File: config.mk
export PLATFORM = sky130hd
export DESIGN_NAME = gpio_io_port
export DESIGN_NICKNAME = d
export VERILOG_FILES = /design/src/rtl/gpio_io_port.sv
export SDC_FILE = /design/constraint.sdc
export NUM_CORES = 1
export LEC_CHECK = 0
export CORE_ASPECT_RATIO = 2
export CORE_MARGIN = 1
export CORE_UTILIZATION = 35
export DETAILED_ROUTE_END_ITERATION = 7
export GPL_ROUTABILITY_DRIVEN = 0
export GPL_TIMING_DRIVEN = 0
export PLACE_DENSITY = 0.58
export RECOVER_POWER = 25
export SLEW_MARGIN = 0
export SYNTH_ARGS = -nofsm -noshare
export SYNTH_HDL_FRONTEND = slang
export SYNTH_SLANG_ARGS = --single-unit
File: constraint.sdc
create_clock -name clk -period 5 [get_ports clk]
set_input_delay 0.5 -clock clk [delete_from_list [all_inputs] [get_ports clk]]
set_output_delay 0.5 -clock clk [all_outputs]
set_load 0.005 [all_outputs]
File: src/rtl/gpio_io_port.sv
// ============================================================================
// Module   : gpio_io_port
// Purpose  : Memory-side endpoint for the core's CSR-mapped I/O.
//            Write path: latches the HEX word on GPIO_we and scans it onto an
//            8-digit, time-multiplexed, active-low seven-segment display.
//            Read path: 2-FF synchronizes and debounces 18 board switches
//            into the 32-bit word returned to the core.
// Ports    : clk        core clock, rising edge
//            rst        asynchronous active-high reset
//            GPIO_we    HEX register write strobe
//            gpio_wdata HEX register write data
//            sw_in      raw asynchronous switch inputs
//            sw_rdata   debounced switch word {14'b0, sw[17:0]}
//            hex_reg    currently latched display value
//            seg_n      active-low segments {g,f,e,d,c,b,a}
//            dig_an_n   active-low digit enables, bit i = nibble i
// Options  : GPIO_LEAD_BLANK_EN - blank leading-zero digits (digit 0 never)
// Revision : 1.0 - initial release
// ============================================================================
`default_nettype none

module gpio_io_port #(
    parameter int SCAN_DIV   = 16,
    parameter int DEB_CYCLES = 4
) (
    input  logic        clk,
    input  logic        rst,
    input  logic        GPIO_we,
    input  logic [31:0] gpio_wdata,
    input  logic [17:0] sw_in,
    output logic [31:0] sw_rdata,
    output logic [31:0] hex_reg,
    output logic [6:0]  seg_n,
    output logic [7:0]  dig_an_n
);

    localparam int c_SCAN_W = (SCAN_DIV > 1) ? $clog2(SCAN_DIV) : 1;
    localparam int c_DEB_W  = (DEB_CYCLES > 1) ? $clog2(DEB_CYCLES) : 1;
    localparam logic [c_SCAN_W-1:0] c_SCAN_MAX = c_SCAN_W'(SCAN_DIV - 1);
    localparam logic [c_DEB_W-1:0]  c_DEB_MAX  = c_DEB_W'(DEB_CYCLES - 1);

    logic [c_SCAN_W-1:0] r_scan_cnt;
    logic [2:0]          r_idx;
    logic [17:0]         r_sync1;
    logic [17:0]         r_sync2;
    logic [17:0]         r_cand;
    logic [c_DEB_W-1:0]  r_deb_cnt;

    logic [3:0]          w_nibble;
    logic [6:0]          w_seg_on;
    logic                w_blank;
    logic [6:0]          w_seg_next;
    logic [7:0]          w_dig_next;

    // ------------------------------------------------------------------
    // HEX register: every strobed cycle is taken, last write wins.
    // ------------------------------------------------------------------
    always_ff @(posedge clk or posedge rst) begin
        if (rst) begin
            hex_reg <= 32'd0;
        end else if (GPIO_we) begin
            hex_reg <= gpio_wdata;
        end
    end

    // ------------------------------------------------------------------
    // Scan prescaler and digit index.
    // ------------------------------------------------------------------
    always_ff @(posedge clk or posedge rst) begin
        if (rst) begin
            r_scan_cnt <= '0;
            r_idx      <= 3'd0;
        end else if (r_scan_cnt == c_SCAN_MAX) begin
            r_scan_cnt <= '0;
            r_idx      <= r_idx + 3'd1;
        end else begin
            r_scan_cnt <= r_scan_cnt + 1'b1;
        end
    end

    // ------------------------------------------------------------------
    // Segment decode for the digit currently selected.
    // ------------------------------------------------------------------
`ifdef GPIO_LEAD_BLANK_EN
    logic [31:0] w_upper;
`endif

    always_comb begin
        w_nibble = hex_reg[{r_idx, 2'b00} +: 4];
        case (w_nibble)
            4'h0:    w_seg_on = 7'h3F;
            4'h1:    w_seg_on = 7'h06;
            4'h2:    w_seg_on = 7'h5B;
            4'h3:    w_seg_on = 7'h4F;
            4'h4:    w_seg_on = 7'h66;
            4'h5:    w_seg_on = 7'h6D;
            4'h6:    w_seg_on = 7'h7D;
            4'h7:    w_seg_on = 7'h07;
            4'h8:    w_seg_on = 7'h7F;
            4'h9:    w_seg_on = 7'h6F;
            4'hA:    w_seg_on = 7'h77;
            4'hB:    w_seg_on = 7'h7C;
            4'hC:    w_seg_on = 7'h39;
            4'hD:    w_seg_on = 7'h5E;
            4'hE:    w_seg_on = 7'h79;
            default: w_seg_on = 7'h71;
        endcase
`ifdef GPIO_LEAD_BLANK_EN
        // Shifting the selected nibble down to bit 0 leaves only it and the
        // higher nibbles; all zero means this digit is a leading zero.
        w_upper = hex_reg >> {r_idx, 2'b00};
        w_blank = (r_idx != 3'd0) && (w_upper == 32'd0);
`else
        w_blank = 1'b0;
`endif
        w_seg_next = w_blank ? 7'h7F : ~w_seg_on;
        w_dig_next = ~(8'd1 << r_idx);
    end

    // Registered display outputs: dark during reset, first enabled digit
    // appears on the first clock after reset release.
    always_ff @(posedge clk or posedge rst) begin
        if (rst) begin
            seg_n    <= 7'h7F;
            dig_an_n <= 8'hFF;
        end else begin
            seg_n    <= w_seg_next;
            dig_an_n <= w_dig_next;
        end
    end

    // ------------------------------------------------------------------
    // Switch synchronizer and debouncer. Any difference between the
    // synchronized vector and the candidate restarts the stability count.
    // ------------------------------------------------------------------
    always_ff @(posedge clk or posedge rst) begin
        if (rst) begin
            r_sync1   <= 18'd0;
            r_sync2   <= 18'd0;
            r_cand    <= 18'd0;
            r_deb_cnt <= '0;
            sw_rdata  <= 32'd0;
        end else begin
            r_sync1 <= sw_in;
            r_sync2 <= r_sync1;
            if (r_sync2 != r_cand) begin
                r_cand    <= r_sync2;
                r_deb_cnt <= '0;
            end else if (r_deb_cnt == c_DEB_MAX) begin
                sw_rdata <= {14'd0, r_cand};
            end else begin
                r_deb_cnt <= r_deb_cnt + 1'b1;
            end
        end
    end

endmodule

`default_nettype wire
==> impl_metrics.json, run 1 <==
{
  "synthSimpleGateAreaFrac_pct": 3.43,
  "grt_usage_pct": 14.7,
  "grt_overflow_total": 0,
  "clockRootBuffer": "clkbuf_16",
  "fin_skew_ns": 0.0102,
  "synth.distinct_cells": 38,
  "powerDensity_nw_per_um2": 388,
  "dr.first_iter.drc_count": 49,
  "clock_sinks": 128,
  "rsz0062_at_grt": "false",
  "timing.rr.end": "seg_n[3]$_DFF_PP1_",
  "period_share_pct": 57.7,
  "ff2ff_path_depth": 8,
  "dp_hpwl_mm": 7.41,
  "clock_path_buffers": 2,
  "initial_core_util_pct": 35.8,
  "routedWlPerCell_um": 14.6,
  "timing.hold.ws_ns": 0.344,
  "port_buffers": 116,
  "violations": "max-capacitance violations, max-slew violations",
  "hold_path_class": "reg2reg",
  "criticalPathCategory": "reg2reg",
  "switchingPower_mw": 0.588,
  "p_clk_share_pct": 49.3,
  "sw_frac_of_total_pct": 21.4,
  "syn_area_um2": 4970,
  "grt_antenna_before_repair": 4,
  "finalSetupTns_ns": 0,
  "synthFlopType": "dfrtp_1",
  "insertion_delay_ns": 0.41,
  "endpoint_kind": "flip-flop",
  "drtAntennaViolNets": 0,
  "cp_max_fo": 10,
  "detail_route.drc_violations": 0,
  "drive_gt1_share_pct": 26.8,
  "cts_htree_levels": 4,
  "max_freq_ghz": 0.346,
  "post_cts_buffers": 0,
  "num_rows": 61,
  "setup_violations": 0,
  "wl_mm": 9.97,
  "endpoint": "seg_n[3]$_DFF_PP1_",
  "largest_register_ffs": 32,
  "synth_fa_ha_area_share_pct": 3.53,
  "synthMuxAreaShare_pct": 16.9,
  "holdBufCountCts": 0,
  "hold_viol": 0,
  "path_clk_slew_ns": 0.06,
  "p_leak_nw": 3.09,
  "slew_headroom_pct": -98.5,
  "syn_area_per_cell_um2": 15.2,
  "dieArea_um2": 14700,
  "synth_warnings": 0,
  "async_flop_share_pct": 100,
  "drv_slew": 68,
  "p_int_mw": 2.16,
  "synth_top_family_by_area": "multiplexers",
  "drt-vias-per-instance": 4.31,
  "ios": 132,
  "grt_pass1_wl_mm": 15.8,
  "synth-seq-cells": 128,
  "drtPass1Iterations": 4,
  "core_area_um2": 13900,
  "cts-resized-gates": 0,
  "yosysSeqAreaShare_pct": 64.9,
  "final_area_um2": 7100,
  "post_dp_cell_area_um2": 6440,
  "cts_tree": "built",
  "cts_buffers": 17,
  "synthesis.instances": 327,
  "chipWidth_um": 86.2,
  "max_cap_violations": 1,
  "via_count": 2940,
  "grt_max_degree": 69,
  "worstMarginPinSlew_ns": 2.96,
  "status": "finished with violations",
  "startpoint_type": "flip-flop",
  "synth_compound_area_share_pct": 2.02,
  "worstReg2RegStart": "r_idx[0]$_DFFE_PP0N_",
  "r2r_setup_slack_ns": 2.11,
  "ir_drop_uv": 277,
  "die_h_um": 170,
  "synth-xor-area-share_pct": 3.70,
  "crit_start": "r_idx[0]$_DFFE_PP0N_",
  "grt_pass1_vias": 3166,
  "worstPathArrival_ns": 3.20,
  "nNetsFinal": 543,
  "pwr-share-seq_pct": 41.3,
  "required_ns": 5.32,
  "fin_crit_ns": 2.89,
  "syn_to_final_growth_pct": 42.9,
  "synth-edff-count": 0,
  "comb_power_share_pct": 9.4,
  "fin_util_pct": 51.1
}
[cell families (layout without fill, tap and decap cells)]
family / count (synthesis) / count (layout)
fa+ha+maj: 14 / 14
mux: 65 / 65
xor+xnor: 21 / 21
other cells: 1 / 18
flops: 128 / 128
buf+inv: 51 / 200
simple gates: 30 / 30
compound gates: 17 / 17
[power by group through the flow]
stage	Clock [mW]	Combinational (mW)	Sequential, mW
3_3_place_gp	0	0.258	1.15
2_1_floorplan	0	0.120	1.15
5_1_grt	1.44	0.282	1.15
6_report	1.36	0.258	1.14
4_1_cts	1.39	0.267	1.14
3_5_place_dp	0	0.265	1.16
[area by class of cell]
type / instances / area, µm²
clock inverter: 13 / 209
antenna: 4 / 10.0
multi-input combinational: 161 / 1520
buffer: 41 / 226
fill: 1275 / 6800
sequential: 128 / 3220
inverter: 10 / 38.8
tap: 189 / 236
timing repair buffer: 117 / 1190
clock buffer: 19 / 443
[routing by layer]
layer / wire length [µm] / part of all wire [%] / track usage, %
met1: 3270 / 33 / 13.7
met2: 5830 / 58 / 27.4
met3: 728 / 7.3 / 6.26
met4: 150 / 1.5 / 5.87
met5: 0 / 0 / 0
[worst max-delay path, cell delays in order (launching register included)]
cell and delay (ns):
dfrtp_1 0.37, clkbuf_1 0.63, mux4_2 0.61, mux2i_2 0.42, inv_2 0.09, ha_1 0.25
mux2_2 0.26, nand2_1 0.06, o21ai_0 0.10
[layout by cell type, fill, tap and decap left out, types with 2 or more instances in the layout]
master,count
nand3_1,4
a21oi_1,2
clkinv_2,2
buf_4,15
clkinvlp_4,3
clkbuf_16,17
conb_1,14
dlygate4sd3_1,21
diode_2,4
xnor2_1,13
buf_6,2
mux4_1,2
xor2_1,8
mux4_2,6
dfstp_2,15
nor2_1,4
mux2i_1,3
clkbuf_1,21
inv_6,2
ha_1,14
o21ai_0,6
mux2_2,52
a31oi_1,2
buf_1,3
nand4_1,3
clkdlybuf4s50_1,95
inv_1,8
dfrtp_1,113
o22ai_1,3
nand2_1,12
bufinv_16,5
[worst min path at each step]
stage / from / to / slack [ns] / cells after the start
finish: r_sync1[9]$_DFF_PP0_ / r_sync2[9]$_DFF_PP0_ / 0.34 / 0
global route: r_sync1[17]$_DFF_PP0_ / r_sync2[17]$_DFF_PP0_ / 0.35 / 0
CTS: r_sync1[16]$_DFF_PP0_ / r_sync2[16]$_DFF_PP0_ / 0.34 / 0
detailed placement: r_sync1[14]$_DFF_PP0_ / r_sync2[14]$_DFF_PP0_ / 0.33 / 0
global placement: r_sync1[13]$_DFF_PP0_ / r_sync2[13]$_DFF_PP0_ / 0.33 / 0
floorplan: r_sync1[0]$_DFF_PP0_ / r_sync2[0]$_DFF_PP0_ / 0.33 / 0
[metrics by stage]
stage / total power, mW / cells / worst slack (ns)
after floorplan: 1.27 / 340 / 1.11
after global placement: 1.41 / 645 / -0.600
after detailed placement: 1.42 / 646 / 2.62
after CTS: 2.80 / 678 / 2.59
after global routing: 2.86 / 682 / 1.73
final: 2.75 / 682 / 2.11
[synthesized netlist by cell type (4+ instances only)]
cell / count / area share (%)
nand3_1: 4 / 0.40
xnor2_1: 13 / 2.3
xor2_1: 8 / 1.4
dfstp_2: 15 / 7.9
mux4_2: 6 / 2.7
buf_4: 15 / 2.3
ha_1: 14 / 3.5
dfrtp_1: 113 / 57
inv_1: 9 / 0.68
nand2_1: 12 / 0.91
nor2_1: 4 / 0.30
mux2_2: 52 / 12
o21ai_0: 6 / 0.60
clkbuf_1: 19 / 1.4
Note: power is estimated with default switching activity, not from simulation.
==> run 2, diff against run 1 <==
--- a/config.mk
+++ b/config.mk
@@ -11,7 +11,7 @@
 export DETAILED_ROUTE_END_ITERATION = 7
 export GPL_ROUTABILITY_DRIVEN = 0
 export GPL_TIMING_DRIVEN = 0
-export PLACE_DENSITY = 0.58
+export PLACE_DENSITY = 0.6
 export RECOVER_POWER = 25
 export SLEW_MARGIN = 0
 export SYNTH_ARGS = -nofsm -noshare
==> constraint.sdc (replaced) <==
create_clock -name clk -period 2.5 [get_ports clk]
set_input_delay 0.25 -clock clk [delete_from_list [all_inputs] [get_ports clk]]
set_output_delay 0.25 -clock clk [all_outputs]
set_load 0.005 [all_outputs]
==> run 2 against run 1 <==
  * Final cell count down 0.15%
  * Clock power up 71%
  * Cell area down 0.60%
  * Global-route usage up 1.1 points
  * The run now ends clean
  * Clock skew about the same
  * Routed wire length up 5.5%
  * Non-clock buffer count up 2
  * First-iteration DRC count up 61%
  * Sequential power up 99%
  * Core utilization down 0.31 points
  * Via count up 0.31%
==> impl_metrics.json, run 2 (same netlist as run 1, synthesis figures left out) <==
{
  "nNetsFinal": 545,
  "max_stage_delay_ns": 0.54,
  "largest_register_ffs": 32,
  "powerDensity_nw_per_um2": 728,
  "setup_violations": 0,
  "final_area_um2": 7050,
  "max_cap_violations": 0,
  "grt_usage_pct": 15.8,
  "dieArea_um2": 14700,
  "post_cts_buffers": 0,
  "path_clk_slew_ns": 0.06,
  "via_count": 2949,
  "dp_hpwl_mm": 7.98,
  "fin_ws_ns": 0.220,
  "startpoint_type": "flip-flop",
  "hold_viol": 0,
  "wl_mm": 10.5,
  "slew_headroom_pct": 9.37,
  "drv_slew": 0,
  "grt_max_degree": 42,
  "grt_antenna_before_repair": 1,
  "fin_crit_ns": 2.28,
  "holdBufCountCts": 0,
  "cts-resized-gates": 0,
  "crit_chain": "buf_6 -> mux4_2 -> mux2i_4 -> inv_2 -> ha_1 -> mux2_2 -> nand2_1 -> o21ai_0",
  "status": "finished clean",
  "port_buffers": 116,
  "grt_pass1_wl_mm": 17.0,
  "syn_to_final_growth_pct": 42.0,
  "detail_route.drc_violations": 0,
  "insertion_delay_ns": 0.41,
  "p_leak_nw": 3.07,
  "rsz0062_at_grt": "false",
  "layout_common_cells": "dfrtp_1 (113), clkdlybuf4s50_1 (97), mux2_2 (52), clkbuf_1 (20), dlygate4sd3_1 (19)",
  "routedWlPerCell_um": 15.4,
  "p_total_mw": 5.13,
  "clock_sinks": 128,
  "max_freq_ghz": 0.439,
  "cts_htree_levels": 4,
  "die_h_um": 170,
  "dr.first_iter.drc_count": 79,
  "worstPathArrival_ns": 2.61,
  "num_rows": 61,
  "drive_gt1_share_pct": 27.5,
  "r2r_setup_slack_ns": 0.22,
  "ir_drop_uv": 458,
  "clock_path_buffers": 2,
  "critical_path.slowest_cell": "mux4_2",
  "required_ns": 2.83,
  "clockRootBuffer": "clkbuf_16",
  "period_share_pct": 91.2,
  "grt_pass1_vias": 3353,
  "drt-vias-per-instance": 4.33,
  "criticalPathCategory": "reg2reg",
  "grt_overflow_total": 0,
  "initial_core_util_pct": 35.8,
  "hold_path_class": "in2reg",
  "ios": 132,
  "chipWidth_um": 86.2,
  "dp_slack_ns": 0.134,
  "drtAntennaViolNets": 0,
  "fillers": 1268,
  "worstMarginPinSlew_ns": 1.35,
  "drtPass1Iterations": 4,
  "cts_tree": "built",
  "stdcell_count": 681,
  "cts_buffers": 17,
  "final_common_cell": "dfrtp_1",
  "core_area_um2": 13900,
  "endpoint_kind": "flip-flop",
  "fin_skew_ns": 0.0101,
  "place_inst": 648,
  "cp_max_fo": 10,
  "post_dp_cell_area_um2": 6480
}
[run 2: cell types whose count changed in the layout (fill, tap and decap cells not counted), moves of 2 or more]
| cell | before | now |
|---|---|---|
| bufinv_16 | 5 | 1 |
| dlygate4sd3_1 | 21 | 19 |
| clkdlybuf4s50_1 | 95 | 97 |
| diode_2 | 4 | 1 |
| buf_12 | 0 | 3 |
[run 2: worst paths after layout]
path,depth (start not counted),from,endpoint
min reg2reg,0,r_sync1[9]$_DFF_PP0_,r_sync2[9]$_DFF_PP0_
max reg2reg,8,r_idx[0]$_DFFE_PP0N_,seg_n[3]$_DFF_PP1_
max,8,r_idx[0]$_DFFE_PP0N_,seg_n[3]$_DFF_PP1_
min in group asynchronous,2,rst,r_sync2[9]$_DFF_PP0_
max in group asynchronous,4,rst,seg_n[1]$_DFF_PP1_
min,2,GPIO_we,hex_reg[31]$_DFFE_PP0P_
[run 2: final cells by class]
type	count	area [µm²]	area share [%]
clock buffers	20	457	6.48
clock inverters	12	110	1.56
well taps	189	236	3.35
inverters	10	38.8	0.550
repair buffers	119	1220	17.3
diodes	1	2.50	0.0355
multi-input cells	161	1530	21.7
flip-flops and latches	128	3220	45.7
plain buffers	41	234	3.32
[run 2: power breakdown]
group          leakage [nW]  switching (mW)  internal (mW)
clock                 0.269           0.905           1.42
sequential             1.52          0.0692           2.20
combinational          1.28           0.203          0.331
[run 2: worst max-delay path: cells and delay by family, from the launching register on]
family | cells | cell delay (ns)
compound gates | 1 | 0.08
fa+ha+maj | 1 | 0.25
buf+inv | 2 | 0.31
flops | 1 | 0.39
mux | 3 | 1.11
simple gates | 1 | 0.06
[run 2: per-stage QoR]
step / TNS [ns] / utilization (%) / hold slack, ns
4_1_cts: 0 / 50.7 / 0.264
3_3_place_gp: -47.79 / 46.2 / 0.333
5_1_grt: 0 / 50.8 / 0.294
3_5_place_dp: 0 / 46.6 / 0.335
6_report: 0 / 50.8 / 0.286
2_1_floorplan: 0 / - / 0.281
[run 2: routing by layer]
| metal | wire length (µm) | global-route usage [%] |
|---|---|---|
| met3 | 704 | 6.26 |
| met2 | 6300 | 30.0 |
| met5 | 0 | 0 |
| met1 | 3390 | 14.5 |
| met4 | 127 | 6.30 |
